<file path="src/rtl/vlog_comment_strip.sv">
// Streaming Verilog comment stripper: removes // and /* */ comments, keeps newlines,
// and leaves string literals and escaped identifiers untouched. One registered output stage.
module vlog_comment_strip (
   input  logic        clk,
   input  logic        reset,
   input  logic        in_valid,
   output logic        in_ready,
   input  logic [7:0]  in_data,
   input  logic        in_last,
   output logic        out_valid,
   input  logic        out_ready,
   output logic [7:0]  out_data,
   output logic        out_last,
   output logic        err_unterm,
   output logic [15:0] line_num
);

   localparam logic [2:0] ST_CODE     = 3'd0;
   localparam logic [2:0] ST_SLASH    = 3'd1;
   localparam logic [2:0] ST_LINE     = 3'd2;
   localparam logic [2:0] ST_BLK      = 3'd3;
   localparam logic [2:0] ST_BLK_STAR = 3'd4;
   localparam logic [2:0] ST_STR      = 3'd5;
   localparam logic [2:0] ST_STR_ESC  = 3'd6;
   localparam logic [2:0] ST_ESC_ID   = 3'd7;

   localparam logic [7:0] CH_SLASH = 8'h2F;
   localparam logic [7:0] CH_STAR  = 8'h2A;
   localparam logic [7:0] CH_DQ    = 8'h22;
   localparam logic [7:0] CH_BS    = 8'h5C;
   localparam logic [7:0] CH_NL    = 8'h0A;
   localparam logic [7:0] CH_SP    = 8'h20;
   localparam logic [7:0] CH_TAB   = 8'h09;
   localparam logic [7:0] CH_CR    = 8'h0D;
   localparam logic [7:0] CH_FF    = 8'h0C;

   function automatic logic is_ws(input logic [7:0] c);
      return (c == CH_SP) || (c == CH_TAB) || (c == CH_NL) || (c == CH_CR) || (c == CH_FF);
   endfunction

   logic [2:0]  state_q, state_d, nxt_state_s;
   logic        out_valid_q, out_valid_d;
   logic [7:0]  out_data_q, out_data_d;
   logic        out_last_q, out_last_d;
   logic        err_unterm_q, err_unterm_d;
   logic [15:0] line_q, line_d;
   logic        can_out_s, flush_s, xfer_s, emit_s, unterm_s;
   logic [7:0]  emit_byte_s;

   // handshake: a non-comment byte after '/' is held while the '/' is flushed
   always_comb begin
      can_out_s = !out_valid_q || out_ready;
      flush_s   = (state_q == ST_SLASH) && in_valid && can_out_s &&
                  (in_data != CH_SLASH) && (in_data != CH_STAR);
      in_ready  = can_out_s && !flush_s;
      xfer_s    = in_valid && in_ready;
   end

   // per-state decode of the incoming byte
   always_comb begin
      nxt_state_s = state_q;
      emit_s      = 1'b0;
      emit_byte_s = in_data;
      unterm_s    = 1'b0;
      case (state_q)
         ST_CODE: begin
            if (in_data == CH_SLASH) begin
               if (in_last) emit_s = 1'b1;
               else         nxt_state_s = ST_SLASH;
            end else if (in_data == CH_DQ) begin
               nxt_state_s = ST_STR;
               emit_s      = 1'b1;
            end else if (in_data == CH_BS) begin
               nxt_state_s = ST_ESC_ID;
               emit_s      = 1'b1;
            end else begin
               emit_s = 1'b1;
            end
         end
         ST_SLASH: begin
            if (in_data == CH_SLASH) begin
               nxt_state_s = ST_LINE;
            end else if (in_data == CH_STAR) begin
               nxt_state_s = ST_BLK;
               emit_s      = 1'b1;
               emit_byte_s = CH_SP;
            end else begin
               nxt_state_s = ST_CODE;
            end
         end
         ST_LINE: begin
            if (in_data == CH_NL) begin
               nxt_state_s = ST_CODE;
               emit_s      = 1'b1;
            end else begin
               emit_s = 1'b0;
            end
         end
         ST_BLK: begin
            if (in_data == CH_STAR) begin
               nxt_state_s = ST_BLK_STAR;
            end else if (in_data == CH_NL) begin
               emit_s = 1'b1;
            end else begin
               emit_s = 1'b0;
            end
         end
         ST_BLK_STAR: begin
            if (in_data == CH_SLASH) begin
               nxt_state_s = ST_CODE;
            end else if (in_data == CH_STAR) begin
               nxt_state_s = ST_BLK_STAR;
            end else if (in_data == CH_NL) begin
               nxt_state_s = ST_BLK;
               emit_s      = 1'b1;
            end else begin
               nxt_state_s = ST_BLK;
            end
         end
         ST_STR: begin
            emit_s = 1'b1;
            if (in_data == CH_BS) begin
               nxt_state_s = ST_STR_ESC;
            end else if (in_data == CH_DQ) begin
               nxt_state_s = ST_CODE;
            end else if (in_data == CH_NL) begin
               nxt_state_s = ST_CODE;
               unterm_s    = 1'b1;
            end else begin
               nxt_state_s = ST_STR;
            end
         end
         ST_STR_ESC: begin
            emit_s      = 1'b1;
            nxt_state_s = ST_STR;
         end
         ST_ESC_ID: begin
            emit_s = 1'b1;
            if (is_ws(in_data)) nxt_state_s = ST_CODE;
            else                nxt_state_s = ST_ESC_ID;
         end
         default: begin
            nxt_state_s = ST_CODE;
         end
      endcase
      // a final byte always produces one output; a dropped one becomes a newline
      if (in_last) begin
         if (!emit_s) begin
            emit_s      = 1'b1;
            emit_byte_s = CH_NL;
         end else begin
            emit_s = 1'b1;
         end
         if ((state_q == ST_BLK) || ((state_q == ST_BLK_STAR) && (in_data != CH_SLASH))) begin
            unterm_s = 1'b1;
         end else begin
            unterm_s = unterm_s;
         end
         nxt_state_s = ST_CODE;
      end else begin
         nxt_state_s = nxt_state_s;
      end
   end

   // next-state for the output register, FSM and line counter
   always_comb begin
      state_d      = state_q;
      out_valid_d  = out_valid_q && !out_ready;
      out_data_d   = out_data_q;
      out_last_d   = out_last_q;
      err_unterm_d = 1'b0;
      line_d       = line_q;
      if (flush_s) begin
         state_d     = ST_CODE;
         out_valid_d = 1'b1;
         out_data_d  = CH_SLASH;
         out_last_d  = 1'b0;
      end else if (xfer_s) begin
         state_d = nxt_state_s;
         if (emit_s) begin
            out_valid_d  = 1'b1;
            out_data_d   = emit_byte_s;
            out_last_d   = in_last;
            err_unterm_d = unterm_s;
         end else begin
            out_valid_d = 1'b0;
         end
         if (in_last)                 line_d = 16'd1;
         else if (in_data == CH_NL)   line_d = line_q + 16'd1;
         else                         line_d = line_q;
      end else begin
         state_d = state_q;
      end
   end

   // state registers with synchronous reset
   always_ff @(posedge clk) begin
      if (reset) begin
         state_q      <= ST_CODE;
         out_valid_q  <= 1'b0;
         out_data_q   <= 8'h00;
         out_last_q   <= 1'b0;
         err_unterm_q <= 1'b0;
         line_q       <= 16'd1;
      end else begin
         state_q      <= state_d;
         out_valid_q  <= out_valid_d;
         out_data_q   <= out_data_d;
         out_last_q   <= out_last_d;
         err_unterm_q <= err_unterm_d;
         line_q       <= line_d;
      end
   end

   assign out_valid  = out_valid_q;
   assign out_data   = out_data_q;
   assign out_last   = out_last_q;
   assign err_unterm = err_unterm_q;
   assign line_num   = line_q;

endmodule

</file>
<file path="config.mk">
export PLATFORM = sky130hd
export DESIGN_NAME = vlog_comment_strip
export DESIGN_NICKNAME = d
export VERILOG_FILES = /design/src/rtl/vlog_comment_strip.sv
export SDC_FILE = /design/constraint.sdc
export NUM_CORES = 1
export LEC_CHECK = 0
export ABC_AREA = 1
export CAP_MARGIN = 20
export CORE_MARGIN = 10
export CORE_UTILIZATION = 45
export DETAILED_ROUTE_END_ITERATION = 12
export PLACE_DENSITY = 0.78
export SLEW_MARGIN = 10
export SYNTH_ARGS = -nofsm -noshare
export SYNTH_HDL_FRONTEND = slang
export SYNTH_SLANG_ARGS = --single-unit
</file>
<file path="constraint.sdc">
create_clock -name clk -period 1.9 [get_ports clk]
set_clock_uncertainty 0.2 [all_clocks]
set_input_delay 0.19 -clock clk [delete_from_list [all_inputs] [get_ports clk]]
set_output_delay 0.19 -clock clk [all_outputs]
set_load 0.03 [all_outputs]
</file>
==> out/summary.txt, run 1 <==
Status -> finished, final reports clean
Critical path required time -> 1.51 ns
Tmin final -> 1.833 ns
Die Y-Extent -> 86.72 um
Max cap viols -> 0
Post-synthesis xor/xnor area fraction -> 0.8745%
Die Span X -> 86.72 um
Top-Level Pins -> 41
Multi-input gate area -> 0.001274 sq mm
Rows -> 24
Synth-to-layout area growth -> 53.34%
Synthesized instance count -> 321
Synth Area in Simple Gates -> 46.72%
CP cell instances -> inv_2, nand3_4, nor2_4, nand3_4, buf_6, nand2_2, inv_1, buf_6
Worst-margin pin slew -> 0.3701 ns
Drt via density -> 5.195
GR Overflow Total -> 0
Total Die Area -> 0.007520 sq mm
Synth area leader -> dfxtp_1
Synth Area per Inst -> 6.240 sq um
First-pass GRT wire length -> 10430 um
Area share of the largest cell type after synthesis -> 29.98%
Hold slack -> 0.1655 ns
CP top delay family -> buffers and inverters
Post-Layout Inst Area -> 0.003072 sq mm
Sequential fraction of the synthesis area -> 29.98%
Placement Cell Area -> 0.002764 sq mm
Final setup viols -> 0
Leakage -> 1.453 nW
Placeable Area -> 0.004324 sq mm
Sink Count -> 30
Synth Register Bits -> 30
Peak Freq -> 0.5455 GHz
Final hold violation count -> 0
CTS Buf Count -> 5
Largest net degree at the start of global routing -> 12
Crit path max fanout -> 4
Most frequent cells in the layout -> nand2_1, buf_4, inv_1
Post-Synthesis Cell Area -> 0.002003 sq mm
TritonCTS clock tree -> done
Clk_lat worst skew -> 0.29 ns
Slew Viols, Final -> 0
PD cells -> 632.5 mW/mm^2
Clk pin slew, worst setup/hold paths -> 0.07 ns
CTS Buffer Depth -> 2
Starting Density -> 46.33%
CP max stage delay -> 0.36 ns
HP Class -> in -> reg
Root Driver -> clkbuf_8
Unique masters post-synth -> 30
Largest family of logic cells by synthesized area -> simple AND/OR/NAND/NOR gates
Register area -> 605.6 sq um
Synthesized Nets -> 335
Routed Antenna Nets -> 0
Setup crit end kind -> output port
Number of fill cells -> 354
Total GRT Usage -> 16.55%
Critical Path Source Type -> register
Slowest CP cell -> dfxtp_4
Headroom to the max-slew limit -> 75.25%
VDD IR max -> 0.4261 mV
Port buffer count -> 40
Core Util, Final -> 71.04%
# diodes -> 0
Multiplexer share of the synthesized area -> 0%
GPL Wtd Cong -> 0.8765
Final wirelength -> 6378 um
Layout Nets -> 433
WP buf/inv -> 4
DR iter-0 viols -> 183
Post-Synth Adder-Cell Area -> 0.6246%
Most common cell after layout, fill and taps aside -> nand2_1
Crit path DAT -> 1.44 ns
Initial antenna violation count -> 0
Area fraction in compound gates after synthesis -> 10.81%
DRC violations left -> 0
DPL Wire Length -> 4608 um
Vias -> 2447
CTS H-Tree Depth -> 2
WL/cell -> 13.54 um
WS Path Type -> reg -> out
Vias in the first global route -> 2330
Final period utilization -> 96.49%
Yosys Warn Count -> 0
DRT Pass-1 Iters -> 4
Share of cells above drive strength 1 -> 26.73%
Top cells by area, synth -> dfxtp_1, nand2_1, nand3_1
==> worst reg2reg max path: cells and delay by family (launching register included) <==
| kind | cells | cell delay [ns] |
|---|---|---|
| flip-flops | 1 | 0.37 |
| buffers and inverters | 4 | 0.37 |
| AND/OR/NAND/NOR | 7 | 0.64 |
| AO/OA/AOI/OAI | 1 | 0.11 |
==> cell type report <==
| class | count | area share [%] |
|---|---|---|
| Clock inverter | 2 | 0.3259 |
| Sequential cell | 30 | 19.71 |
| Tap cell | 52 | 2.118 |
| Timing Repair Buffer | 94 | 27.94 |
| Clock buffer | 5 | 2.240 |
| Inverter | 50 | 6.191 |
| Multi-Input combinational cell | 238 | 41.47 |
==> flip-flops by register name, summed over array words and instances, names as in the netlist <==
name / cells
out_data: 8
line_num: 16
err_unterm: 1
state_q: 3
out_last: 1
out_valid: 1
==> layer usage <==
| metal | vias up | track usage [%] | wire, um |
|---|---|---|---|
| met2 | 79 | 27.52 | 3082 |
| met1 | 1132 | 19.97 | 2712 |
| met3 | 11 | 4.690 | 450 |
| li1 | 1225 | - | - |
| met4 | 0 | 5.302 | 132 |
| met5 | - | 0 | 0 |
==> logic make-up after synthesis <==
| family | Yosys count |
|---|---|
| buffers and inverters | 54 |
| flip-flops | 30 |
| XOR/XNOR | 2 |
| AO/OA/AOI/OAI | 41 |
| AND/OR/NAND/NOR | 193 |
| adder cells (fa/ha/maj) | 1 |
==> worst paths after layout <==
kind	slack [ns]	start	cells after the start	end
max reg2reg	0.14	state_q[2]	12	out_data[2]
min reg2reg	0.25	out_last	2	out_last
max	0.07	state_q[2]	8	in_ready
min	0.17	in_data[7]	4	out_data[7]
==> Yosys cell counts <==
cell	number
nor2_1	42
nand4_1	9
o21ai_0	6
nand3_4	1
nor2_2	7
nand2_1	74
nand2_4	1
clkinv_1	1
a211oi_2	1
nor2_8	2
nor3b_1	1
a21o_1	1
dfxtp_1	30
inv_1	44
a31oi_1	1
nand2_2	9
clkbuf_1	2
nand3_2	2
inv_4	1
nand3_1	34
o21ai_1	6
nand2_8	1
buf_6	2
a21oi_1	26
xor2_1	2
ha_1	1
nor2_4	1
nor3_1	8
or2_2	1
inv_2	4
==> repair_timing <==
item / in CTS / in global routing
setup buffers: 7 / 5
hold buffers: 0 / 0
cloned: 0 / 1
pin swaps: 5 / 10
setup endpoints to repair: 2 / 31
resized for setup: 5 / 33
==> power breakdown <==
part	switching (mW)	internal, mW
Combinational	0.415	0.328
Clock	0.251	0.245
Sequential	0.0310	0.673
==> through the flow <==
step / instances / setup slack [ns] / total power, mW / setup TNS, ns
final: 471 / 0.06666 / 1.943 / 0
after global routing: 471 / -0.009521 / 2.044 / -0.01772
after CTS: 465 / -0.01986 / 1.885 / -0.02047
after detailed placement: 451 / -0.3022 / 1.360 / -6.509
after global placement: 451 / -0.2899 / 1.352 / -5.461
after floorplan: 321 / 0.02489 / 1.086 / 0
No activity file was read; power rests on OpenSTA's default activity.
==> run 2, diff against run 1 <==
--- a/config.mk
+++ b/config.mk
@@ -11,6 +11,7 @@
 export CORE_UTILIZATION = 45
 export DETAILED_ROUTE_END_ITERATION = 12
 export PLACE_DENSITY = 0.78
+export SETUP_SLACK_MARGIN = 0.05
 export SLEW_MARGIN = 10
 export SYNTH_ARGS = -nofsm -noshare
 export SYNTH_HDL_FRONTEND = slang
==> run 2 against run 1 <==
Net effect:
- register-to-register slack worse by 0.05 ns
- setup slack improved by 0.026 ns
- utilization increased by 0.75 points
- cell count is 1.1% lower
- power increased by 3.4%
- count of clock-buffer cells in the layout up 2
- critical path depth grew 3
- combinational power up 2%
- flip-flop and latch count unchanged
- clock power rose by 8.7%
- non-clock buffer count down 6
- critical path type is now reg -> reg
- largest cell class unchanged
==> out/summary.txt, run 2 (synthesis results as in run 1) <==
HP Class -> in -> reg (unchanged)
Final wirelength -> 6261 um (was 6378 um)
CP max stage delay -> 0.37 ns (was 0.36 ns)
RSZ-0062 raised after global routing -> yes
Sink Count -> 30 (unchanged)
Max cap viols -> 0 (unchanged)
Most common cell after layout, fill and taps aside -> nand2_1 (unchanged)
Net Sw Frac -> 34.96% (was 35.87%)
CP cell instances -> inv_6, nand3_4, nor2_4, nand3_4, buf_12, nand2_8, inv_4, nand2_4, nand2_4, buf_4, a211oi_2 (was inv_2, nand3_4, nor2_4, nand3_4, buf_6, nand2_2, inv_1, buf_6)
HP Start -> in_data[4] (was in_data[7])
WS Path Type -> reg -> reg (was reg -> out)
Vias -> 2453 (was 2447)
DPL Wire Length -> 4392 um (was 4608 um)
First-pass GRT wire length -> 10470 um (was 10430 um)
Final period utilization -> 95.11% (was 96.49%)
Dpl cells -> 445 (was 451)
Clk_lat worst skew -> 0.29 ns (about the same)
Critical path required time -> 1.91 ns (was 1.51 ns)
Seq pwr share -> 35.5% (was 36.2%)
Core Util, Final -> 71.79% (was 71.04%)
Share of cells above drive strength 1 -> 28.74% (was 26.73%)
Clk network pwr share -> 26.9% (was 25.6%)
Headroom to the max-slew limit -> 69.08% (was 75.25%)
Drt via density -> 5.264 (was 5.195)
PD cells -> 647.0 mW/mm^2 (was 632.5 mW/mm^2)
Setup crit end kind -> register (was output port)
Crit path DAT -> 1.82 ns (was 1.44 ns)
CTS Buf Count -> 5 (unchanged)
Register-to-register setup slack -> 0.09 ns (was 0.14 ns)
Net Sw Power -> 0.7021 mW (was 0.6970 mW)
Destination of the worst hold path -> out_data[4] (was out_data[7])
Status -> finished, final reports clean (unchanged)
Port buffer count -> 40 (unchanged)
Most frequent cells in the layout -> nand2_1, buf_4, inv_1, nor2_1, nand3_1 (was nand2_1, buf_4, inv_1)
DRC violations left -> 0 (unchanged)
Max FFs per register -> 16 (unchanged)
Crit path max fanout -> 6 (was 4)
GPL Wtd Cong -> 0.9422 (was 0.8765)
Clk pin slew, worst setup/hold paths -> 0.06 ns (was 0.07 ns)
Layout Cells excl Fill -> 466 (was 471)
Worst R2R End -> line_num[2] (was out_data[2])
DRT Pass-1 Iters -> 4 (unchanged)
Rows -> 24 (unchanged)
# diodes -> 0 (unchanged)
Final hold violation count -> 0 (unchanged)
DR iter-0 viols -> 124 (was 183)
R2R depth -> 11 (was 12)
Hold_buf cts -> 0 (unchanged)
GR Overflow Total -> 0 (unchanged)
CTS H-Tree Depth -> 2 (unchanged)
Hold slack -> 0.1636 ns (was 0.1655 ns)
Starting Density -> 46.33% (unchanged)
Final setup margin -> 0.09290 ns (was 0.06666 ns)
Cell Int Power -> 1.306 mW (was 1.246 mW)
WL/cell -> 13.44 um (was 13.54 um)
TritonCTS clock tree -> done (unchanged)
Worst-margin pin slew -> 0.4623 ns (was 0.3701 ns)
VDD IR max -> 0.5755 mV (was 0.4261 mV)
Initial antenna violation count -> 0 (unchanged)
Leakage -> 1.444 nW (was 1.453 nW)
Total Die Area -> 0.007520 sq mm (unchanged)
Die Span X -> 86.72 um (unchanged)
Vias in the first global route -> 2351 (was 2330)
Final setup viols -> 0 (unchanged)
Top-Level Pins -> 41 (unchanged)
Slew Viols, Final -> 0 (unchanged)
Layout Nets -> 427 (was 433)
Slowest CP cell -> dfxtp_4 (unchanged)
FF-to-FF Start -> state_q[2] (unchanged)
Total GRT Usage -> 16.83% (was 16.55%)
CTS Buffer Depth -> 2 (unchanged)
Placeable Area -> 0.004324 sq mm (unchanged)
Die Y-Extent -> 86.72 um (unchanged)
Min-Delay Path Depth -> 4 (unchanged)
Peak Freq -> 0.5534 GHz (was 0.5455 GHz)
Tmin final -> 1.807 ns (was 1.833 ns)
Routed Antenna Nets -> 0 (unchanged)
Number of fill cells -> 359 (was 354)
Pre-CTS setup slack -> -0.2708 ns (was -0.3022 ns)
Share of total power in combinational logic -> 37.6% (was 38.2%)
Power consumption -> 2.008 mW (was 1.943 mW)
Root Driver -> clkbuf_8 (unchanged)
Synth-to-layout area growth -> 54.97% (was 53.34%)
Largest net degree at the start of global routing -> 12 (unchanged)
Critical Path Source Type -> register (unchanged)
==> run 2: cell count changes in the layout (fill, tap and decap cells not counted), moves of 5 or more <==
cell,before,now
inv_1,42,37
dlymetal6s2s_1,9,4
o21ai_1,7,2
dlygate4sd2_1,0,8
buf_4,51,42
==> run 2: routing by layer <==
metal	global-route usage [%]	wire length, um
met4	6.333	102
met5	0	0
met2	27.85	3098
met1	19.89	2574
met3	5.066	486
==> run 2: repair_timing <==
action	4_1_cts	5_1_grt
pin swaps	9	11
gates cloned	1	0
endpoints found under the setup margin	9	33
buffers inserted	7	5
gates resized for setup	23	38
==> run 2: worst max-delay path by stage <==
stage                     slack (ns)  depth (start not counted)           end        start
after CTS                       0.02                         10      in_ready    out_ready
after detailed placement       -0.27                         10  line_num[11]   in_data[5]
after global routing            0.04                         12   out_data[0]   state_q[0]
after floorplan                 0.16                          8  line_num[10]  line_num[0]
after global placement         -0.22                         10  line_num[10]   in_data[5]
final                           0.09                         11   line_num[2]   state_q[2]
==> run 2: area by class of cell <==
type	count	area, sq um	share of cell area, %
Timing Repair Buffer	88	819.5	26.40
Multi-Input combinational cell	238	1319	42.48
Clock buffer	7	86.33	2.781
Inverter	50	200.2	6.449
Tap cell	52	65.06	2.096
Sequential cell	30	609.3	19.63
Clock inverter	1	5.005	0.1612
==> run 2: stage by stage <==
step | area, sq um | TNS [ns]
CTS | 2952 | 0
global route | 3104 | 0
global placement | 2746 | -5.355
floorplan | 2006 | 0
detailed placement | 2746 | -6.512
finish | 3104 | 0
==> run 2: power groups by stage <==
stage	Combinational, mW	Clock (mW)	Sequential (mW)
floorplan	0.310	0	0.776
global placement	0.655	0	0.715
detailed placement	0.665	0	0.717
CTS	0.693	0.548	0.705
global route	0.828	0.581	0.718
finish	0.756	0.540	0.713
==> run 2: critical path, delay by kind of cell, from the launching register on <==
| kind | cells | cell delay [ns] |
|---|---|---|
| AND/OR/NAND/NOR | 6 | 0.58 |
| flip-flops | 1 | 0.37 |
| AO/OA/AOI/OAI | 1 | 0.17 |
| buffers and inverters | 4 | 0.41 |
